**src/rtl/adc_oversample_filter_pkg.sv**
```systemverilog
// ---------------------------------------------------------------------------
// adc_oversample_filter_pkg
//   Shared definitions for the ADC oversampling filter: the default sample,
//   channel and oversample-exponent widths (shared with the ADC controller and
//   the PID core), the filter FSM state encoding, and width helpers.
// ---------------------------------------------------------------------------
package adc_oversample_filter_pkg;

    // Default widths shared across the ADC -> filter -> PID datapath.
    localparam int ADC_W_DATA = 18;
    localparam int ADC_N_CHAN = 8;
    localparam int ADC_W_CHAN = 3;
    localparam int ADC_W_OSR  = 4;

    typedef enum logic {
        ST_CLEAR = 1'b0,
        ST_RUN   = 1'b1
    } ovs_state_t;

    // Window counter width: holds up to 2^(2^w_osr - 1) - 1.
    function automatic int ovs_cnt_width(input int w_osr);
        return (1 << w_osr) - 1;
    endfunction

    // Accumulator width: sample width plus one bit per doubling of the window.
    function automatic int ovs_acc_width(input int w_data, input int w_osr);
        return w_data + ovs_cnt_width(w_osr);
    endfunction

endpackage

```
**src/rtl/adc_oversample_filter_if.sv**
```systemverilog
// ---------------------------------------------------------------------------
// adc_oversample_filter_if
//   Sample-stream bundle around the oversampling filter.
//   Input side : dv_in (strobe), chan_in, data_in (signed), os_in (exponent)
//   Output side: dv_out (strobe), chan_out, data_out (signed average)
//   Modports:
//     slave  - the filter's view (consumes *_in, drives *_out)
//     master - the upstream/downstream environment's view
// ---------------------------------------------------------------------------
interface adc_oversample_filter_if
    import adc_oversample_filter_pkg::*;
#(
    parameter int W_DATA = ADC_W_DATA,
    parameter int W_CHAN = ADC_W_CHAN,
    parameter int W_OSR  = ADC_W_OSR
);
    logic                     dv_in;
    logic [W_CHAN-1:0]        chan_in;
    logic signed [W_DATA-1:0] data_in;
    logic [W_OSR-1:0]         os_in;
    logic                     dv_out;
    logic [W_CHAN-1:0]        chan_out;
    logic signed [W_DATA-1:0] data_out;

    modport slave (
        input  dv_in, chan_in, data_in, os_in,
        output dv_out, chan_out, data_out
    );

    modport master (
        output dv_in, chan_in, data_in, os_in,
        input  dv_out, chan_out, data_out
    );
endinterface

```
**src/rtl/adc_oversample_filter_chan_acc.sv**
```systemverilog
// ---------------------------------------------------------------------------
// ovs_chan_acc
//   One channel's boxcar accumulator and window counter.
//   Ports:
//     clk_in, reset_in : clock, asynchronous active-high reset
//     clr_in           : zero accumulator and counter
//     add_in           : accumulate data_in; on the last sample of the window
//                        the state is cleared instead of stored
//     data_in          : signed sample
//     cnt_max_in       : 2^os - 1, index of the last sample in a window
//     sum_out          : acc + sext(data_in), combinational
//     last_out         : the next added sample completes the window
// ---------------------------------------------------------------------------
module ovs_chan_acc #(
    parameter int W_DATA = 18,
    parameter int W_ACC  = 33,
    parameter int W_CNT  = 15
) (
    input  logic                     clk_in,
    input  logic                     reset_in,
    input  logic                     clr_in,
    input  logic                     add_in,
    input  logic signed [W_DATA-1:0] data_in,
    input  logic [W_CNT-1:0]         cnt_max_in,
    output logic signed [W_ACC-1:0]  sum_out,
    output logic                     last_out
);
    logic signed [W_ACC-1:0] acc_q, acc_d;
    logic [W_CNT-1:0]        cnt_q, cnt_d;

    always_comb begin
        sum_out  = acc_q + {{(W_ACC-W_DATA){data_in[W_DATA-1]}}, data_in};
        last_out = (cnt_q == cnt_max_in);
        acc_d    = acc_q;
        cnt_d    = cnt_q;
        // A completed window is emitted by the parent, so the channel restarts
        // empty rather than storing the final sum.
        if (clr_in || (add_in && last_out)) begin
            acc_d = '0;
            cnt_d = '0;
        end else if (add_in) begin
            acc_d = sum_out;
            cnt_d = cnt_q + W_CNT'(1);
        end
    end

    always_ff @(posedge clk_in or posedge reset_in) begin
        if (reset_in) begin
            acc_q <= '0;
            cnt_q <= '0;
        end else begin
            acc_q <= acc_d;
            cnt_q <= cnt_d;
        end
    end
endmodule

```
**src/rtl/adc_oversample_filter.sv**
```systemverilog
// ---------------------------------------------------------------------------
// adc_oversample_filter
//   Per-channel boxcar oversampling filter. Accumulates 2^os_in samples per
//   channel and emits one averaged sample per completed window, one cycle
//   after the sample that completes it. Changing os_in restarts all windows
//   after one dead clear cycle.
//   Ports:
//     clk_in   : system clock
//     reset_in : asynchronous active-high reset
//     bus      : adc_oversample_filter_if.slave (dv/chan/data in, os_in,
//                dv/chan/data out)
//   Build option:
//     ADC_OVS_ROUND_EN : round half up (add 2^(os-1) before the shift);
//                        when undefined the average is floored.
// ---------------------------------------------------------------------------
module adc_oversample_filter
    import adc_oversample_filter_pkg::*;
#(
    parameter int W_DATA = ADC_W_DATA,
    parameter int N_CHAN = ADC_N_CHAN,
    parameter int W_CHAN = ADC_W_CHAN,
    parameter int W_OSR  = ADC_W_OSR
) (
    input  logic                   clk_in,
    input  logic                   reset_in,
    adc_oversample_filter_if.slave bus
);
    localparam int W_CNT = ovs_cnt_width(W_OSR);
    localparam int W_ACC = ovs_acc_width(W_DATA, W_OSR);

    ovs_state_t               state_q, state_d;
    logic [W_OSR-1:0]         os_reg_q, os_reg_d;
    logic                     dv_out_q, dv_out_d;
    logic [W_CHAN-1:0]        chan_out_q, chan_out_d;
    logic signed [W_DATA-1:0] data_out_q, data_out_d;

    logic [N_CHAN-1:0]        chan_hit;
    logic [N_CHAN-1:0]        add_vec;
    logic [N_CHAN-1:0]        last_vec;
    logic signed [W_ACC-1:0]  sum_arr [N_CHAN];

    logic                     clr_all;
    logic                     accept;
    logic                     sel_last;
    logic [W_CNT-1:0]         cnt_max;
    logic signed [W_ACC-1:0]  sum_sel;
    logic signed [W_ACC-1:0]  rnd;
    logic signed [W_ACC-1:0]  rounded;
    logic signed [W_ACC-1:0]  shifted;

    // Per-channel decode; a channel index with no matching lane leaves
    // chan_hit all-zero, so out-of-range samples never touch any state.
    generate
        for (genvar gi = 0; gi < N_CHAN; gi++) begin : g_chan
            assign chan_hit[gi] = (bus.chan_in == W_CHAN'(gi));
            assign add_vec[gi]  = accept & chan_hit[gi];

            ovs_chan_acc #(
                .W_DATA (W_DATA),
                .W_ACC  (W_ACC),
                .W_CNT  (W_CNT)
            ) u_acc (
                .clk_in     (clk_in),
                .reset_in   (reset_in),
                .clr_in     (clr_all),
                .add_in     (add_vec[gi]),
                .data_in    (bus.data_in),
                .cnt_max_in (cnt_max),
                .sum_out    (sum_arr[gi]),
                .last_out   (last_vec[gi])
            );
        end
    endgenerate

    // Select the addressed channel's running sum and end-of-window flag.
    always_comb begin
        sum_sel  = '0;
        sel_last = 1'b0;
        for (int i = 0; i < N_CHAN; i++) begin
            if (chan_hit[i]) begin
                sum_sel  = sum_arr[i];
                sel_last = last_vec[i];
            end
        end
    end

    always_comb begin
        cnt_max = W_CNT'((32'd1 << os_reg_q) - 32'd1);
    end

    // FSM: ST_CLEAR empties every window and latches the exponent; ST_RUN
    // accumulates until the exponent input moves away from the latched copy.
    always_comb begin
        state_d  = state_q;
        os_reg_d = os_reg_q;
        clr_all  = 1'b0;
        accept   = 1'b0;
        case (state_q)
            ST_CLEAR: begin
                clr_all  = 1'b1;
                os_reg_d = bus.os_in;
                state_d  = ST_RUN;
            end
            ST_RUN: begin
                if (bus.os_in != os_reg_q) begin
                    state_d = ST_CLEAR;
                end else begin
                    accept = bus.dv_in && (|chan_hit);
                end
            end
            default: begin
                state_d = ST_CLEAR;
            end
        endcase
    end

    always_comb begin
`ifdef ADC_OVS_ROUND_EN
        if (os_reg_q != '0) begin
            rnd = W_ACC'(1) << (os_reg_q - W_OSR'(1));
        end else begin
            rnd = '0;
        end
`else
        rnd = '0;
`endif
        rounded    = sum_sel + rnd;
        shifted    = rounded >>> os_reg_q;
        dv_out_d   = 1'b0;
        chan_out_d = chan_out_q;
        data_out_d = data_out_q;
        if (accept && sel_last) begin
            dv_out_d   = 1'b1;
            chan_out_d = bus.chan_in;
            // The average of W_DATA-bit samples always fits in W_DATA bits.
            data_out_d = W_DATA'(shifted);
        end
    end

    always_ff @(posedge clk_in or posedge reset_in) begin
        if (reset_in) begin
            state_q    <= ST_CLEAR;
            os_reg_q   <= '0;
            dv_out_q   <= 1'b0;
            chan_out_q <= '0;
            data_out_q <= '0;
        end else begin
            state_q    <= state_d;
            os_reg_q   <= os_reg_d;
            dv_out_q   <= dv_out_d;
            chan_out_q <= chan_out_d;
            data_out_q <= data_out_d;
        end
    end

    assign bus.dv_out   = dv_out_q;
    assign bus.chan_out = chan_out_q;
    assign bus.data_out = data_out_q;
endmodule

```
**src/flat_wrapper.sv**
```systemverilog
// flat-port wrapper written by rule: the top's interface ports become plain ports
module adc_oversample_filter_flat import adc_oversample_filter_pkg::*;
#(
    parameter int W_DATA = ADC_W_DATA,
    parameter int N_CHAN = ADC_N_CHAN,
    parameter int W_CHAN = ADC_W_CHAN,
    parameter int W_OSR  = ADC_W_OSR
)
  (clk_in, reset_in, bus_dv_in, bus_chan_in, bus_data_in, bus_os_in, bus_dv_out, bus_chan_out, bus_data_out);
  adc_oversample_filter_if #(.W_DATA(W_DATA), .W_CHAN(W_CHAN), .W_OSR(W_OSR)) bus_i ();
  input  logic clk_in;
  input  logic reset_in;
  input wire logic [$bits(bus_i.dv_in)-1:0] bus_dv_in;
  input wire logic [$bits(bus_i.chan_in)-1:0] bus_chan_in;
  input wire logic [$bits(bus_i.data_in)-1:0] bus_data_in;
  input wire logic [$bits(bus_i.os_in)-1:0] bus_os_in;
  output wire logic [$bits(bus_i.dv_out)-1:0] bus_dv_out;
  output wire logic [$bits(bus_i.chan_out)-1:0] bus_chan_out;
  output wire logic [$bits(bus_i.data_out)-1:0] bus_data_out;
  assign bus_i.dv_in = bus_dv_in;
  assign bus_i.chan_in = bus_chan_in;
  assign bus_i.data_in = bus_data_in;
  assign bus_i.os_in = bus_os_in;
  assign bus_dv_out = bus_i.dv_out;
  assign bus_chan_out = bus_i.chan_out;
  assign bus_data_out = bus_i.data_out;
  adc_oversample_filter #(.W_DATA(W_DATA), .N_CHAN(N_CHAN), .W_CHAN(W_CHAN), .W_OSR(W_OSR)) u_core (.clk_in(clk_in), .reset_in(reset_in), .bus(bus_i));
endmodule
```
**config.mk**
```make
export PLATFORM = sky130hd
export DESIGN_NAME = adc_oversample_filter_flat
export DESIGN_NICKNAME = d
export VERILOG_FILES = /design/src/rtl/adc_oversample_filter_pkg.sv /design/src/rtl/adc_oversample_filter_if.sv /design/src/rtl/adc_oversample_filter_chan_acc.sv /design/src/rtl/adc_oversample_filter.sv /design/src/flat_wrapper.sv
export SDC_FILE = /design/constraint.sdc
export NUM_CORES = 2
export LEC_CHECK = 0
export BUFFER_PORTS_ARGS = -buffer_cell sky130_fd_sc_hd__buf_2
export CORE_MARGIN = 2
export CORE_UTILIZATION = 35
export DETAILED_ROUTE_END_ITERATION = 7
export GPL_TIMING_DRIVEN = 0
export PLACE_DENSITY = 0.47
export SLEW_MARGIN = 0
export SYNTH_ARGS = -nofsm -noshare
export SYNTH_HDL_FRONTEND = slang
export SYNTH_SLANG_ARGS = --single-unit
```
**constraint.sdc**
```tcl
create_clock -name clk_in -period 21.7 [get_ports clk_in]
set_clock_uncertainty 0.05 [all_clocks]
set_input_delay 2.17 -clock clk_in [delete_from_list [all_inputs] [get_ports clk_in]]
set_output_delay 2.17 -clock clk_in [all_outputs]
set_load 0.01 [all_outputs]
```
---- Word-level counts from Yosys, hierarchy flattened ----
Index checks and enable logic that the tools add are counted.
Widths: inputs -> output; s select.
storage, ports and cells
  register bits ........................... 411
  latch bits .............................. 0
  memory bits (writable) .................. 0
  memory bits (read-only) ................. 0
  input bits .............................. 28
  logic and storage cells ................. 147
  memories kept ........................... 0
operators by class
  add/subtract/negate cells ............... 17
  multipliers ............................. 0
  divide/modulo/power cells ............... 0
  magnitude comparators ................... 0
  equal/unequal tests ..................... 16
  shifts and indexed selects .............. 2
  muxes and demuxes ....................... 54
  bitwise gates (word level) .............. 9
  reduce and logical (&&, ||, !) cells .... 28
operator list
  kind                   number
  $mux 33                24
  $add 33x33->33         8
  $mux 15                16
  $add 15x1->15 const B  8
  $eq 15x15->1           8
  $sshr 33x4->18         1
  $reduce_bool 2->1      8
  $shl 1x4->15 const A   1
  $sub 15x1->15 const B  1
  $mux 1                 13
  $eq 3x3->1 const B     4
  $logic_and 1x1->1      10
  $and 1x1->1            8
  $logic_or 1x1->1       8
  $reduce_or 8->1        1
  $eq 3x2->1 const B     2
  $ne 4x4->1             1
  $eq 3x1->1 const B     1
  $logic_not 3->1        1
  $pmux 1 s2             1
  $not 1->1              1

---- Logic depth before layout (Yosys ltp) ----
  depth in word-level cells ............... 13
  depth in mapped cells ................... 25
  depth with buffers taken out ............ 17

---- Modules after synthesis ----
A second synthesis with hierarchy kept.
second synthesis, totals
  cell total of the unflattened synthesis .. 3926
  area, all modules ....................... 35318.9 µm²
modules (own cells, without submodules)
  module                                      times used  cells each  area an instance (µm²)  sequential area each (µm²)
  ovs_chan_acc at u_core.g_chan[0].u_acc ...  3           417         3749.8                  1201.2
  ovs_chan_acc at u_core.g_chan[4].u_acc ...  3           407         3736.1                  1201.2
  adc_oversample_filter                       1           620         5297.6                  675.6
  ovs_chan_acc at u_core.g_chan[7].u_acc      1           424         3882.5                  1201.2
  ovs_chan_acc at u_core.g_chan[3].u_acc      1           410         3681.0                  1201.2

---- Worst setup path before layout ----
Ideal clock, no wire load.
  path type ............................... input -> register
  start ................................... input port bus_data_in[0]
  end ..................................... register u_core.data_out_q[5] (netlist: u_core.bus.data_out[5])
  arrival ................................. 5.700 ns
  required time ........................... 21.525 ns
  path slack .............................. 15.826 ns
  stages on the path ...................... 14
  buffers on the path ..................... 0
  cell sequence ........................... ha_1 > fa_1 > a21o_1 > a311o_1 > a211oi_4 > xnor2_1 > o22ai_1 > nor2_1 > a22o_1 > a221o_1 > a21o_1 > mux2_2 > mux4_2 > mux2_2
on the way
  cells in the longest elaborated chain, start to end .. 10
  elaborated cells on any way between the ends .. 17
  those cells by class .................... 8 x add/sub; 1 x shift; 8 x mux
RTL lines
  item                  RTL line                              RTL
  from (decl)           flat_wrapper.sv:15                    input wire logic [$bits(bus_i.data_in)-1:0] bus_data_in;
  $add 33x33->33        adc_oversample_filter_chan_acc.sv:32  sum_out = acc_q + {{(W_ACC-W_DATA){data_in[W_DATA-1]}}, data_in};
  $mux 33 (7 in a row)  adc_oversample_filter.sv:80           if (chan_hit[i]) begin
  $mux 33 *             adc_oversample_filter.sv:80
  $sshr 33x4->18 *      adc_oversample_filter.sv:128          shifted = rounded >>> os_reg_q;
  to (signal assigned)  adc_oversample_filter.sv:152          data_out_q <= data_out_d;
  to (decl)             adc_oversample_filter.sv:35           logic signed [W_DATA-1:0] data_out_q, data_out_d;
Every way passes the cells marked *; elsewhere a longest branch is shown, timed or not.
A chain may end at the register's enable or synchronous reset.

---- Worst setup path in the final report ----
  start ................................... register u_core.os_reg_q[1]
  end ..................................... register u_core.data_out_q[5] (netlist: u_core.bus.data_out[5])
on the way
  cells in the longest elaborated chain, start to end .. 12
  elaborated cells on any way between the ends .. 23
  those cells by class .................... 1 x add/sub; 9 x eq/ne; 2 x shift; 10 x mux; 1 x reduce/logical
RTL lines
  item                    RTL line                              RTL
  from (decl)             adc_oversample_filter.sv:32           logic [W_OSR-1:0] os_reg_q, os_reg_d;
  from (signal assigned)  adc_oversample_filter.sv:149          os_reg_q <= os_reg_d;
  $shl 1x4->15            adc_oversample_filter.sv:88           cnt_max = W_CNT'((32'd1 << os_reg_q) - 32'd1);
  $sub 15x1->15           adc_oversample_filter.sv:88
  $eq 15x15->1            adc_oversample_filter_chan_acc.sv:33  last_out = (cnt_q == cnt_max_in);
  $mux 1 (8 in a row)     adc_oversample_filter.sv:80
  $logic_and 1x1->1       adc_oversample_filter.sv:132          if (accept && sel_last) begin
Parallel ways exist; a longest one is shown, timed or not.

==> impl_metrics.tcl <==
set metrics [dict create \
    fin_tns_setup_ns 0 \
    dp_hpwl_um 141000 \
    start_util_pct 35.4 \
    p_int_uw 1870 \
    clock_power_share_pct 33.1 \
    final_cell_mix "nand2_1, a21oi_1, dfrtp_1" \
    synth-seq-cells 411 \
    r2r-start "u_core.os_reg_q[1]" \
    first_iter_violations 4221 \
    cts-buffers-inserted 57 \
    reg2reg_to "u_core.bus.data_out[5]" \
    die_x_um 333 \
    p_sw_share_pct 44.7 \
    clkSinkCount 411 \
    final_common_cell "nand2_1" \
    synthTopCellsByArea "dfrtp_1, ha_1, a21oi_1" \
    async_flop_share_pct 100 \
    relSlewSlack_pct 0.0193 \
    grt_max_degree 111 \
    clkLatencyLatePin_ns 0.69 \
    place_congestion 0.994 \
    yosysWarnings 0 \
    hold_class "reg -> reg" \
    synth_ff_type "dfrtp_1" \
    io_pins 50 \
    timing.final.crit_share_pct 40.1 \
    run_status "finished with violations" \
    cts_resized 0 \
    synth-seq-area-share_pct 27.1 \
    synth_cells 4763 \
    synth_top_area_share_pct 27.1 \
    num_rows 120 \
    cts_tree "built" \
    synth_nets 5064 \
    p_leak_uw 0.0182 \
    drive_gt1_share_pct 6.03 \
    root_buffer "clkbuf_16" \
    grt_first_pass_wirelength_um 263000 \
    htreeDepth 2 \
    placedInstanceArea_mm2 0.0401 \
    startpoint_type "register" \
    die_y_um 333 \
    place_inst 6218 \
    routed_wl_um 183000 \
    r2r_cells 21 \
    finalHoldViolCount 0 \
    cp.required_ns 22.21 \
    min_from "u_core.g_chan[6].u_acc.acc_q[32]" \
    avgSynthCellArea_um2 7.98 \
    cts_buffer_depth 3 \
    crit_path_max_fanout 10 \
    vias 39200 \
    cp-startpoint "u_core.os_reg_q[1]" \
    synth_edf_count 0 \
    grt_pass1_vias 36600 \
    coreArea_mm2 0.107 \
    num-nets-final 5176 \
    ant_nets 0 \
    critical_path.endpoint "u_core.bus.data_out[5]" \
    failed_checks "capacitance limit" \
    path_class "reg -> reg" \
    fin_crit_ns 8.69 \
    die_area_mm2 0.111 \
    route.detailed.drc 0 \
    drv_cap 1 \
    timing.fmax_mhz 115 \
    synthesis.area_mm2 0.0380 \
    wl_per_cell_um 28.9 \
    p_comb_share_pct 43.0 \
    final_max_slew_viol_count 0 \
    stdcell_count 6329 \
    syn_to_final_growth_pct 11.3 \
    synthDistinctLibCells 106 \
    ir_drop_uv 61.6 \
    worst_pin_slew_ns 1.49 \
    finalSetupViolCount 0 \
    post_cts_buffers 0 \
    clk_pin_slew_worst_paths_ns 0.06 \
    first_pass_iters 7 \
    crit_path_end_kind "register" \
    crit_arrival_ns 9.20 \
    utilization_pct 39.4 \
    switchingPower_uw 1510 \
    ctsHoldBuffers 0 \
    p_per_area_mw_per_mm2 79.8 \
    rrSetupSlack_ns 13.01 \
    final_area_mm2 0.0423 \
    rsz0062_at_grt "false" \
    portBuffers 48 \
    grt_overflow 0 \
    antenna_found_initial 6 \
    yosysTopAreaCell "dfrtp_1" \
    seqPwrFrac_pct 23.9 \
    vias_per_cell 6.19 \
    grtUsageTotal_pct 32.1 \
]
sequential cells by signal, indices dropped and copies added, names as in the netlist:
register	cells
u_core.bus.dv_out	1
u_core.bus.data_out	18
u_core.state_q	1
u_core.g_chan.u_acc.acc_q	264
u_core.os_reg_q	4
u_core.g_chan.u_acc.cnt_q	120
u_core.bus.chan_out	3
layer usage:
layer | up-vias | track usage [%] | routed length, um
met5 | - | 0 | 20
met4 | 4 | 12.5 | 7830
met3 | 303 | 5.76 | 14000
met2 | 1545 | 48.9 | 78500
met1 | 19400 | 44.7 | 82800
li1 | 18000 | - | -
area by class of cell:
class	instances	area [um^2]
timing repair buffer	53	362
inverter	105	402
buffer	261	1030
fill	11300	65000
clock buffer	86	1760
multi-input combinational	3986	26300
sequential	411	10300
antenna	2	5.00
tap	1403	1760
clock inverter	22	418
logic make-up after synthesis:
family	share of synthesized area [%]
compound gates	28.5
simple gates	20.1
flops	27.1
xor+xnor	8.93
buf+inv	3.73
fa+ha+maj	9.15
mux	2.54
power by group through the flow:
| stage | clock (uW) | combinational, uW | sequential (uW) |
|---|---|---|---|
| after floorplan | 0 | 827 | 814 |
| after global placement | 0 | 1410 | 821 |
| after detailed placement | 0 | 1400 | 820 |
| after CTS | 1130 | 1410 | 806 |
| after global routing | 1160 | 1510 | 809 |
| final | 1120 | 1450 | 807 |
synth_stat cells (all sizes together) (15+ instances only):
cell type  number
a2111oi        20
a21o           85
o22ai          27
or3            53
and2           36
and4           15
mux2           30
nand4         103
nand3         137
o21bai         23
nor3b          15
a21boi         22
o21ai         391
mux2i          38
o21a           58
nand2         536
a31oi          46
o211a          18
and3           46
a31o           16
o221ai         21
or2            28
a21oi         425
nor4           31
clkbuf        222
ha            265
nor3           98
a221oi         26
or4            19
o211ai         58
o2111ai        18
dfrtp         411
nor2b          39
nand2b         29
a211oi         57
o31ai          44
a211o          21
xor2          169
nor2          402
xnor2         215
a32o           16
a22o          124
buf            39
inv           102
worst max-delay path, cell delays in order (launching register included):
cell       delay [ns]
dfrtp_1          0.43
buf_2            0.28
buf_2            0.31
buf_1            0.72
clkbuf_1         0.59
clkbuf_1         0.68
nor2_1           0.16
nand2_1          0.12
ha_1             0.18
buf_2            0.21
buf_2            0.27
buf_1            0.51
a211oi_1         0.18
o21ai_1          1.06
xor2_1           0.19
nor4_1           0.46
nand4_1          0.43
o21ai_0          0.19
a2111oi_0        0.11
a21oi_1          0.56
buf_2            0.45
mux2_2           0.38
how the worst min path moves through the flow:
stage	cells after the start	endpoint	slack, ns
floorplan	2	u_core.g_chan[6].u_acc.acc_q[32]	0.39
global placement	2	u_core.g_chan[6].u_acc.acc_q[32]	0.41
detailed placement	2	u_core.g_chan[6].u_acc.acc_q[32]	0.41
CTS	2	u_core.g_chan[6].u_acc.acc_q[32]	0.42
global route	2	u_core.bus.data_out[14]	0.45
finish	2	u_core.g_chan[6].u_acc.acc_q[32]	0.42
metrics by stage:
stage / setup WS, ns / total power [uW] / hold WS [ns]
after global placement: 1.24 / 2230 / 0.407
after CTS: 13.36 / 3350 / 0.421
after detailed placement: 12.97 / 2220 / 0.410
after floorplan: 8.04 / 1640 / 0.389
final: 13.01 / 3380 / 0.420
after global routing: 12.82 / 3480 / 0.451
No activity file was read; power rests on OpenSTA's default activity.
